`config.mk`:
```
export PLATFORM = sky130hd
export DESIGN_NAME = led_scanner_flat
export DESIGN_NICKNAME = d
export VERILOG_FILES = /design/src/rtl/led_scanner_if.sv /design/src/rtl/led_scanner.sv /design/src/flat_wrapper.sv
export SDC_FILE = /design/constraint.sdc
export NUM_CORES = 1
export LEC_CHECK = 0
export CAP_MARGIN = 20
export CORE_MARGIN = 1.5
export CORE_UTILIZATION = 50
export DETAILED_ROUTE_END_ITERATION = 10
export HOLD_SLACK_MARGIN = 0.12
export PLACE_DENSITY = 0.74
export SYNTH_ARGS = -nofsm -noshare
export SYNTH_HDL_FRONTEND = slang
export SYNTH_SLANG_ARGS = --single-unit
```
`constraint.sdc`:
```
create_clock -name clock -period 5.5 [get_ports clock]
set_input_delay 1.375 -clock clock [delete_from_list [all_inputs] [get_ports clock]]
set_output_delay 1.375 -clock clock [all_outputs]
set_load 0.01 [all_outputs]
```
`src/rtl/led_scanner_if.sv`:
```
// ---------------------------------------------------------------------------
// led_scanner_if
//   Control and status bundle for the LED scanner.
//   Signals:
//     enable  1 = prescaler runs, 0 = freeze
//     mode    00 bounce, 01 rotate left, 10 rotate right, 11 hold
//     load    synchronous restart pulse
//     leds    LED pattern (WIDTH bits)
//     pos     current lit index
//     dir     1 = moving toward MSB
//     wrap    one-cycle pulse on end reversal / rotate wrap
//   Modports: master drives the controls, slave is the scanner itself.
// ---------------------------------------------------------------------------
interface led_scanner_if #(
   parameter int WIDTH = 18
);
   localparam int PW = (WIDTH > 1) ? $clog2(WIDTH) : 1;

   logic             enable;
   logic [1:0]       mode;
   logic             load;
   logic [WIDTH-1:0] leds;
   logic [PW-1:0]    pos;
   logic             dir;
   logic             wrap;

   modport master (output enable, mode, load, input leds, pos, dir, wrap);
   modport slave  (input enable, mode, load, output leds, pos, dir, wrap);
endinterface

```
`src/rtl/led_scanner.sv`:
```
// ---------------------------------------------------------------------------
// led_scanner
//   One lit LED walks across a WIDTH-bit bar: bounce, rotate left/right or
//   hold, paced by a prescaler of DIV clocks per step.
//   Ports:
//     clock    system clock, rising edge
//     reset_n  asynchronous active-low reset
//     bus      led_scanner_if.slave (enable, mode, load -> leds, pos, dir, wrap)
//   Parameters: WIDTH (>=2), DIV (>=1), TRAIL (>=1, trail build only)
//   Build option: define LED_SCAN_TRAIL_EN to light the last TRAIL positions
//   as a trail behind the current LED.
// ---------------------------------------------------------------------------
module led_scanner #(
   parameter int WIDTH = 18,
   parameter int DIV   = 50_000_000,
   parameter int TRAIL = 2
) (
   input  logic          clock,
   input  logic          reset_n,
   led_scanner_if.slave  bus
);
   localparam int PW = (WIDTH > 1) ? $clog2(WIDTH) : 1;
   localparam int CW = (DIV > 1) ? $clog2(DIV) : 1;
   localparam logic [PW-1:0] POS_MAX = PW'(WIDTH - 1);

   typedef enum logic [1:0] {
      MODE_BOUNCE = 2'b00,
      MODE_ROT_L  = 2'b01,
      MODE_ROT_R  = 2'b10,
      MODE_HOLD   = 2'b11
   } mode_t;

   logic [CW-1:0] cnt_reg,  cnt_next;
   logic [PW-1:0] pos_reg,  pos_next;
   logic          dir_reg,  dir_next;
   logic          wrap_reg, wrap_next;
   logic          tick;
   logic          shift;
   mode_t         mode_sel;

   assign mode_sel = mode_t'(bus.mode);
   assign tick     = bus.enable && (cnt_reg == CW'(DIV - 1));
   // History only advances when the position actually moves.
   assign shift    = tick && !bus.load && (mode_sel != MODE_HOLD);

   always_ff @(posedge clock or negedge reset_n) begin
      if (!reset_n) begin
         cnt_reg  <= '0;
         pos_reg  <= POS_MAX;
         dir_reg  <= 1'b0;
         wrap_reg <= 1'b0;
      end else begin
         cnt_reg  <= cnt_next;
         pos_reg  <= pos_next;
         dir_reg  <= dir_next;
         wrap_reg <= wrap_next;
      end
   end

   always_comb begin
      cnt_next  = cnt_reg;
      pos_next  = pos_reg;
      dir_next  = dir_reg;
      wrap_next = 1'b0;
      if (bus.load) begin
         // Restart wins over a coincident tick.
         cnt_next = '0;
         pos_next = POS_MAX;
         dir_next = 1'b0;
      end else if (tick) begin
         cnt_next = '0;
         unique case (mode_sel)
            MODE_BOUNCE: begin
               // Reverse and step on the same tick: end LEDs get no dwell.
               if (!dir_reg) begin
                  if (pos_reg == '0) begin
                     pos_next  = PW'(1);
                     dir_next  = 1'b1;
                     wrap_next = 1'b1;
                  end else begin
                     pos_next = pos_reg - PW'(1);
                  end
               end else begin
                  if (pos_reg == POS_MAX) begin
                     pos_next  = PW'(WIDTH - 2);
                     dir_next  = 1'b0;
                     wrap_next = 1'b1;
                  end else begin
                     pos_next = pos_reg + PW'(1);
                  end
               end
            end
            MODE_ROT_L: begin
               dir_next = 1'b1;
               if (pos_reg == POS_MAX) begin
                  pos_next  = '0;
                  wrap_next = 1'b1;
               end else begin
                  pos_next = pos_reg + PW'(1);
               end
            end
            MODE_ROT_R: begin
               dir_next = 1'b0;
               if (pos_reg == '0) begin
                  pos_next  = POS_MAX;
                  wrap_next = 1'b1;
               end else begin
                  pos_next = pos_reg - PW'(1);
               end
            end
            default: ; // hold: prescaler runs, position frozen
         endcase
      end else if (bus.enable) begin
         cnt_next = cnt_reg + CW'(1);
      end
   end

   logic [WIDTH-1:0] leds_c;

`ifdef LED_SCAN_TRAIL_EN
   // Entry 0 is the most recent previous position.
   logic [PW-1:0]    hist_pos_reg [TRAIL];
   logic [TRAIL-1:0] hist_vld_reg;

   genvar gi, gj;
   generate
      for (gi = 0; gi < TRAIL; gi++) begin : g_hist
         logic [PW-1:0] src_pos;
         logic          src_vld;
         if (gi == 0) begin : g_head
            assign src_pos = pos_reg;
            assign src_vld = 1'b1;
         end else begin : g_tail
            assign src_pos = hist_pos_reg[gi-1];
            assign src_vld = hist_vld_reg[gi-1];
         end

         always_ff @(posedge clock or negedge reset_n) begin
            if (!reset_n) begin
               hist_pos_reg[gi] <= '0;
               hist_vld_reg[gi] <= 1'b0;
            end else if (bus.load) begin
               hist_vld_reg[gi] <= 1'b0;
            end else if (shift) begin
               hist_pos_reg[gi] <= src_pos;
               hist_vld_reg[gi] <= src_vld;
            end
         end
      end

      for (gi = 0; gi < WIDTH; gi++) begin : g_led
         logic [TRAIL-1:0] hit;
         for (gj = 0; gj < TRAIL; gj++) begin : g_hit
            assign hit[gj] = hist_vld_reg[gj] && (hist_pos_reg[gj] == PW'(gi));
         end
         assign leds_c[gi] = (pos_reg == PW'(gi)) || (|hit);
      end
   endgenerate
`else
   genvar gi;
   generate
      for (gi = 0; gi < WIDTH; gi++) begin : g_led
         assign leds_c[gi] = (pos_reg == PW'(gi));
      end
   endgenerate
`endif

   assign bus.leds = leds_c;
   assign bus.pos  = pos_reg;
   assign bus.dir  = dir_reg;
   assign bus.wrap = wrap_reg;
endmodule
```
`src/flat_wrapper.sv`:
```
// flat-port wrapper written by rule: the top's interface ports become plain ports
module led_scanner_flat 
#(
   parameter int WIDTH = 18,
   parameter int DIV   = 50_000_000,
   parameter int TRAIL = 2
)
  (clock, reset_n, bus_enable, bus_mode, bus_load, bus_leds, bus_pos, bus_dir, bus_wrap);
  led_scanner_if #(.WIDTH(WIDTH)) bus_i ();
  input  logic clock;
  input  logic reset_n;
  input wire logic [$bits(bus_i.enable)-1:0] bus_enable;
  input wire logic [$bits(bus_i.mode)-1:0] bus_mode;
  input wire logic [$bits(bus_i.load)-1:0] bus_load;
  output wire logic [$bits(bus_i.leds)-1:0] bus_leds;
  output wire logic [$bits(bus_i.pos)-1:0] bus_pos;
  output wire logic [$bits(bus_i.dir)-1:0] bus_dir;
  output wire logic [$bits(bus_i.wrap)-1:0] bus_wrap;
  assign bus_i.enable = bus_enable;
  assign bus_i.mode = bus_mode;
  assign bus_i.load = bus_load;
  assign bus_leds = bus_i.leds;
  assign bus_pos = bus_i.pos;
  assign bus_dir = bus_i.dir;
  assign bus_wrap = bus_i.wrap;
  led_scanner #(.WIDTH(WIDTH), .DIV(DIV), .TRAIL(TRAIL)) u_core (.clock(clock), .reset_n(reset_n), .bus(bus_i));
endmodule
```
# Word level (Yosys, flattened, before mapping)
# Index checks and enable logic that the tools add are counted.
[classes]
add_sub_neg = 3
n_eq_ne = 20
mux = 22
reduce_logical = 7
[op_table]
columns = ["op", "n"]
rows = [
  ["two-way mux 26 bit", 3],
  ["== test 5 x 4 -> 1 bit (second input constant)", 8],
  ["two-way mux 5 bit", 7],
  ["adder 26 x 1 -> 26 bit (second input constant)", 1],
  ["== test 26 bit (second input constant)", 1],
  ["== test 5 x 3 -> 1 bit (second input constant)", 4],
  ["one-hot mux 5 bit (3 select lines)", 1],
  ["== test 5 x 2 -> 1 bit (second input constant)", 2],
  ["== test 5 bit (second input constant)", 2],
  ["two-way mux 1 bit", 9],
  ["one-hot mux 1 bit (3 select lines)", 2],
  ["adder 5 x 1 -> 5 bit (second input constant)", 1],
  ["== test 5 x 1 -> 1 bit (second input constant)", 1],
  ["zero test 5 bit", 1],
  ["subtractor 5 x 1 -> 5 bit (second input constant)", 1],
  ["nonzero test 4 bit", 1],
  ["nonzero test 3 bit", 1],
  ["== test 2 x 1 -> 1 bit (second input constant)", 1],
  ["== test 2 bit (second input constant)", 1],
  ["zero test 2 bit", 1],
  ["AND reduction 2 bit", 1],
  ["nonzero test 2 bit", 1],
  ["logical AND 1 bit", 1],
]
[totals]
ff_bits = 33
input_bits = 6
out_inout_bits = 25
wordCells = 56

# Longest topological paths before layout
[logic_depth]
ltp_word = 6
mapped_depth = 8
mapped_depth_nobuf = 8

# Worst setup path after synthesis
# OpenSTA, ideal clock, no wires.
[synth_path]
kind = "input to register"
start = "input port bus_mode[0]"
end = "register u_core.pos_reg[2] (netlist: u_core.bus.pos[2])"
setup_ns = 0.122
arrival_ns = 2.710
t_required_ns = 5.378
slack_ns = 2.669
path_stages = 7
path_buffers = 0
path_cell_list = "inv_1 -> ha_1 -> mux2_2 -> and2_1 -> a32o_1 -> o21ai_0 -> o2bb2ai_1"
[synth_between]
elab_chain_len = 4
word_cells_on_any_way = 8
cone_classes = "2 x eq/ne; 3 x mux; 3 x reduce/logical"
[synth_rtl]
columns = ["element", "line_no", "source"]
rows = [
  ["start: declaration", "flat_wrapper.sv:13", "input wire logic [$bits(bus_i.mode)-1:0] bus_mode;"],
  ["== test 2 bit, or another cell as far along", "led_scanner.sv:72", "unique case (mode_sel)"],
  ["one-hot mux 5 bit (3 select lines)", "led_scanner.sv:72", ""],
  ["two-way mux 5 bit", "led_scanner.sv:70", "end else if (tick) begin"],
  ["two-way mux 5 bit", "led_scanner.sv:65", "if (bus.load) begin"],
  ["end signal: assignment", "led_scanner.sv:54", "pos_reg <= pos_next;"],
  ["end: declaration", "led_scanner.sv:34", "logic [PW-1:0] pos_reg, pos_next;"],
]
# Several ways; a longest one is shown, not always the timed one. The select of a mux whose other input is x is not followed.
# A chain may end at the register's enable or synchronous reset.

# Worst setup path after layout
[layout_path]
start = "register u_core.pos_reg[0] (netlist: u_core.bus.pos[0])"
end = "output port bus_leds[17]"
[layout_between]
elab_chain_len = 1
[layout_rtl]
columns = ["element", "line_no", "source"]
rows = [
  ["== test 5 bit", "led_scanner.sv:163", "assign leds_c[gi] = (pos_reg == PW'(gi));"],
  ["end: declaration", "flat_wrapper.sv:15", "output wire logic [$bits(bus_i.leds)-1:0] bus_leds;"],
]
# Every way passes these cells.

==> out/qor.csv <==
metric;value;unit
Setup CP Type;flip-flop to output port;
Primary FF master, synth;dfrtp_1;
Rows;23;
Post-DP HPWL;3380;µm
syn_nets;268;
Max IR drop VDD;0.0843;mV
post-route minimum period;3.57;ns
total wire length;4840;µm
hold path startpoint;u_core.cnt_reg[25]$_DFFE_PN0P_;
Final Wtd Congestion;0.813;
H-tree depth;2;
critical path endpoint category;output port;
post-route ant nets;0;
Remaining DRCs;0;
largest family of logic cells by synthesized area;simple AND/OR/NAND/NOR gates;
Setup-failing EPs final;0;
Num CTS Buffers;5;
Netlist cell types;50;
P&R area growth vs syn;19.5;%
non-filler instance count after layout;329;
final hold vios;0;
r2r setup slk;2.96;ns
dpl cells;321;
CTS resizes;0;
die height;69.2;µm
TritonCTS clock tree;built;
Peak Freq;280;MHz
syn avg cell area;8.74;µm²
Async S/R FF share, synth;1.00;
worst skew pair latency;0.29;ns
gr usage total;0.213;
Rel. slew slack;0.427;
Core Area;4120;µm²
Synth Area in Compound Gates;0.105;
status;finished, final reports clean;
post-synthesis mux area share;0.00513;
path depth of the worst reg2reg path;5;
Worst Path Required;4.12;ns
Reg2Reg Capture Point;u_core.cnt_reg[24]$_DFFE_PN0P_;
die width;69.2;µm
Post-Synth Adder-Cell Area;0.0627;
number of synthesized flops with an enable pin;0;
IO Pins;31;
final number of max-transition violations;0;
DIE AREA;4790;µm²
GRT Residual Overflow;0;
Setup TNS;0;ns
Via-to-Cell Ratio;5.78;
drt first pass iters;5;
max reg flops;26;
Max clock buf depth;2;
Synth Area in XOR/XNOR;0.0918;
Final Cycle Share;0.649;
CP Launch Type;flip-flop;
Worst Tran Pin Value;0.860;ns
Post-Synth Simple-Gate Area;0.322;
arrival time worst endpoint;2.20;ns
Leakage;1.09;nW
multi-input logic area;1290;µm²
Root Buffer;clkbuf_8;
hold slack;0.541;ns
Setup WS pre-CTS;1.80;ns
hold depth;2;
Clock Skew;0.00342;ns
n_diodes;0;
yosys warns;0;
Clock Sinks;33;
R2R Path Start;u_core.cnt_reg[16]$_DFFE_PN0P_;
Hold Path End;u_core.cnt_reg[25]$_DFFE_PN0P_;
Port Buf Inserts;30;
average wire per standard cell;14.7;µm
Iter 0 DRT Violations;106;
Seq/Total Area, Yosys;0.378;
initial antenna violation count;0;
Total Nets Final;295;
layout cell share with drive strength beyond 1;0.0717;
pin count of the biggest net entering global routing;34;
worst-path fanout max;8;
via count;1901;
fill count;361;
Initial Utilization;0.533;
Final WS setup;1.93;ns
first-pass GRT wire length;8290;µm
cts hold-fix bufs;0;
power per cell area;181;nW/µm²
Setup Buffers After CTS;0;
max_cap viols;0;
worst hold path class;flip-flop to flip-flop;
vias in the first global route;1831;
Clock Pin Slew Worst Setup and Hold Paths;0.06;ns
synthesized area;2190;µm²
FF+latch count, synth;33;
FF+latch area;828;µm²
unrepaired setup endpoints after global routing;false;
Syn Inst Count;251;
logic make-up after synthesis:
| kind of cell | count (synthesis) |
|---|---|
| multiplexers | 1 |
| adder cells (fa/ha/maj) | 11 |
| XOR/XNOR | 23 |
| AND/OR/NAND/NOR | 130 |
| buffers and inverters | 20 |
| AO/OA/AOI/OAI | 33 |
| flip-flops | 33 |
layer usage:
layer	vias up	global-route usage	share of wire
met2	54	0.376	0.52
li1	947	-	-
met1	891	0.244	0.42
met5	-	0	0
met4	0	0.0959	0.020
met3	9	0.0465	0.040
how the worst max path moves through the flow:
| stage | from | end | slack [ns] | cells after the start |
|---|---|---|---|---|
| final | u_core.bus.pos[0]$_DFFE_PN1P_ | bus_leds[17] | 1.93 | 4 |
| after global routing | u_core.bus.pos[1]$_DFFE_PN0P_ | bus_leds[17] | 1.81 | 5 |
| after CTS | u_core.bus.pos[0]$_DFFE_PN1P_ | bus_leds[17] | 1.91 | 4 |
| after detailed placement | bus_enable | u_core.cnt_reg[24]$_DFFE_PN0P_ | 1.80 | 6 |
| after global placement | bus_enable | u_core.cnt_reg[10]$_DFFE_PN0P_ | 1.93 | 6 |
| after floorplan | bus_mode[0] | u_core.bus.pos[2]$_DFFE_PN0P_ | 2.67 | 7 |
Yosys cell counts (all sizes together) (3+ instances only):
master | number | area share
o21ai | 7 | 0.016
buf | 3 | 0.0063
nand2b | 7 | 0.020
nor3 | 8 | 0.018
nor2 | 35 | 0.060
or3 | 3 | 0.011
inv | 9 | 0.015
nand4 | 16 | 0.046
and4 | 3 | 0.012
and2 | 4 | 0.011
clkbuf | 8 | 0.014
o2bb2ai | 3 | 0.012
ha | 11 | 0.063
nor3b | 4 | 0.014
nand2 | 16 | 0.027
xnor2 | 4 | 0.016
nor4 | 3 | 0.011
dfrtp | 31 | 0.35
nand3 | 13 | 0.032
a21oi | 7 | 0.016
and3 | 8 | 0.023
xor2 | 19 | 0.076
placed cells by master, fill, tap and decap left out, types with 2 or more instances in the layout:
| master | netlist | final |
|---|---|---|
| nor4_1 | 2 | 2 |
| nand2_1 | 16 | 16 |
| nand4_1 | 16 | 16 |
| xor2_1 | 19 | 19 |
| a21oi_1 | 7 | 7 |
| inv_1 | 9 | 9 |
| and3_1 | 7 | 7 |
| clkdlybuf4s50_1 | 0 | 30 |
| nand2b_1 | 7 | 7 |
| dfstp_2 | 2 | 2 |
| o31ai_1 | 2 | 2 |
| o2bb2ai_1 | 3 | 3 |
| and2_1 | 4 | 4 |
| and4_1 | 3 | 3 |
| nor2_1 | 35 | 35 |
| ha_1 | 11 | 11 |
| xnor2_1 | 4 | 4 |
| dfrtp_1 | 31 | 31 |
| nor3_1 | 8 | 8 |
| clkbuf_8 | 0 | 7 |
| o21ai_0 | 7 | 7 |
| a22o_1 | 2 | 2 |
| nand3_1 | 12 | 12 |
| or3b_2 | 2 | 2 |
| nand3b_1 | 2 | 2 |
| or3_1 | 2 | 2 |
| nor3b_1 | 4 | 4 |
| or4_1 | 2 | 2 |
stage by stage:
step / area, µm² / power [mW] / util
final: 2620 / 0.475 / 0.637
after global routing: 2620 / 0.497 / 0.637
after CTS: 2620 / 0.483 / 0.637
after detailed placement: 2520 / 0.281 / 0.612
after global placement: 2520 / 0.280 / 0.612
after floorplan: 2190 / 0.268 / -
report_power, final:
group          total, mW  internal, mW  leakage (nW)  switching, mW
logic             0.0307        0.0114         0.580         0.0193
registers          0.245         0.244         0.453        0.00152
clock network      0.199         0.113        0.0542         0.0859
total              0.475         0.368          1.09          0.107
critical path, cell delays in order (launching register included):
cell,delay [ns]
dfstp_2,0.62
ha_1,0.25
nand4bb_1,0.28
inv_1,0.20
clkdlybuf4s50_1,0.56
area by class of cell:
cell class                      instances  area share
Timing Repair Buffer                   31       0.117
Inverter                                9      0.0129
Tap cell                               50      0.0239
Sequential cell                        33       0.316
Multi-Input combinational cell        198       0.491
Clock inverter                          1     0.00191
Clock buffer                            7      0.0368
(Power assumes the default switching activity.)
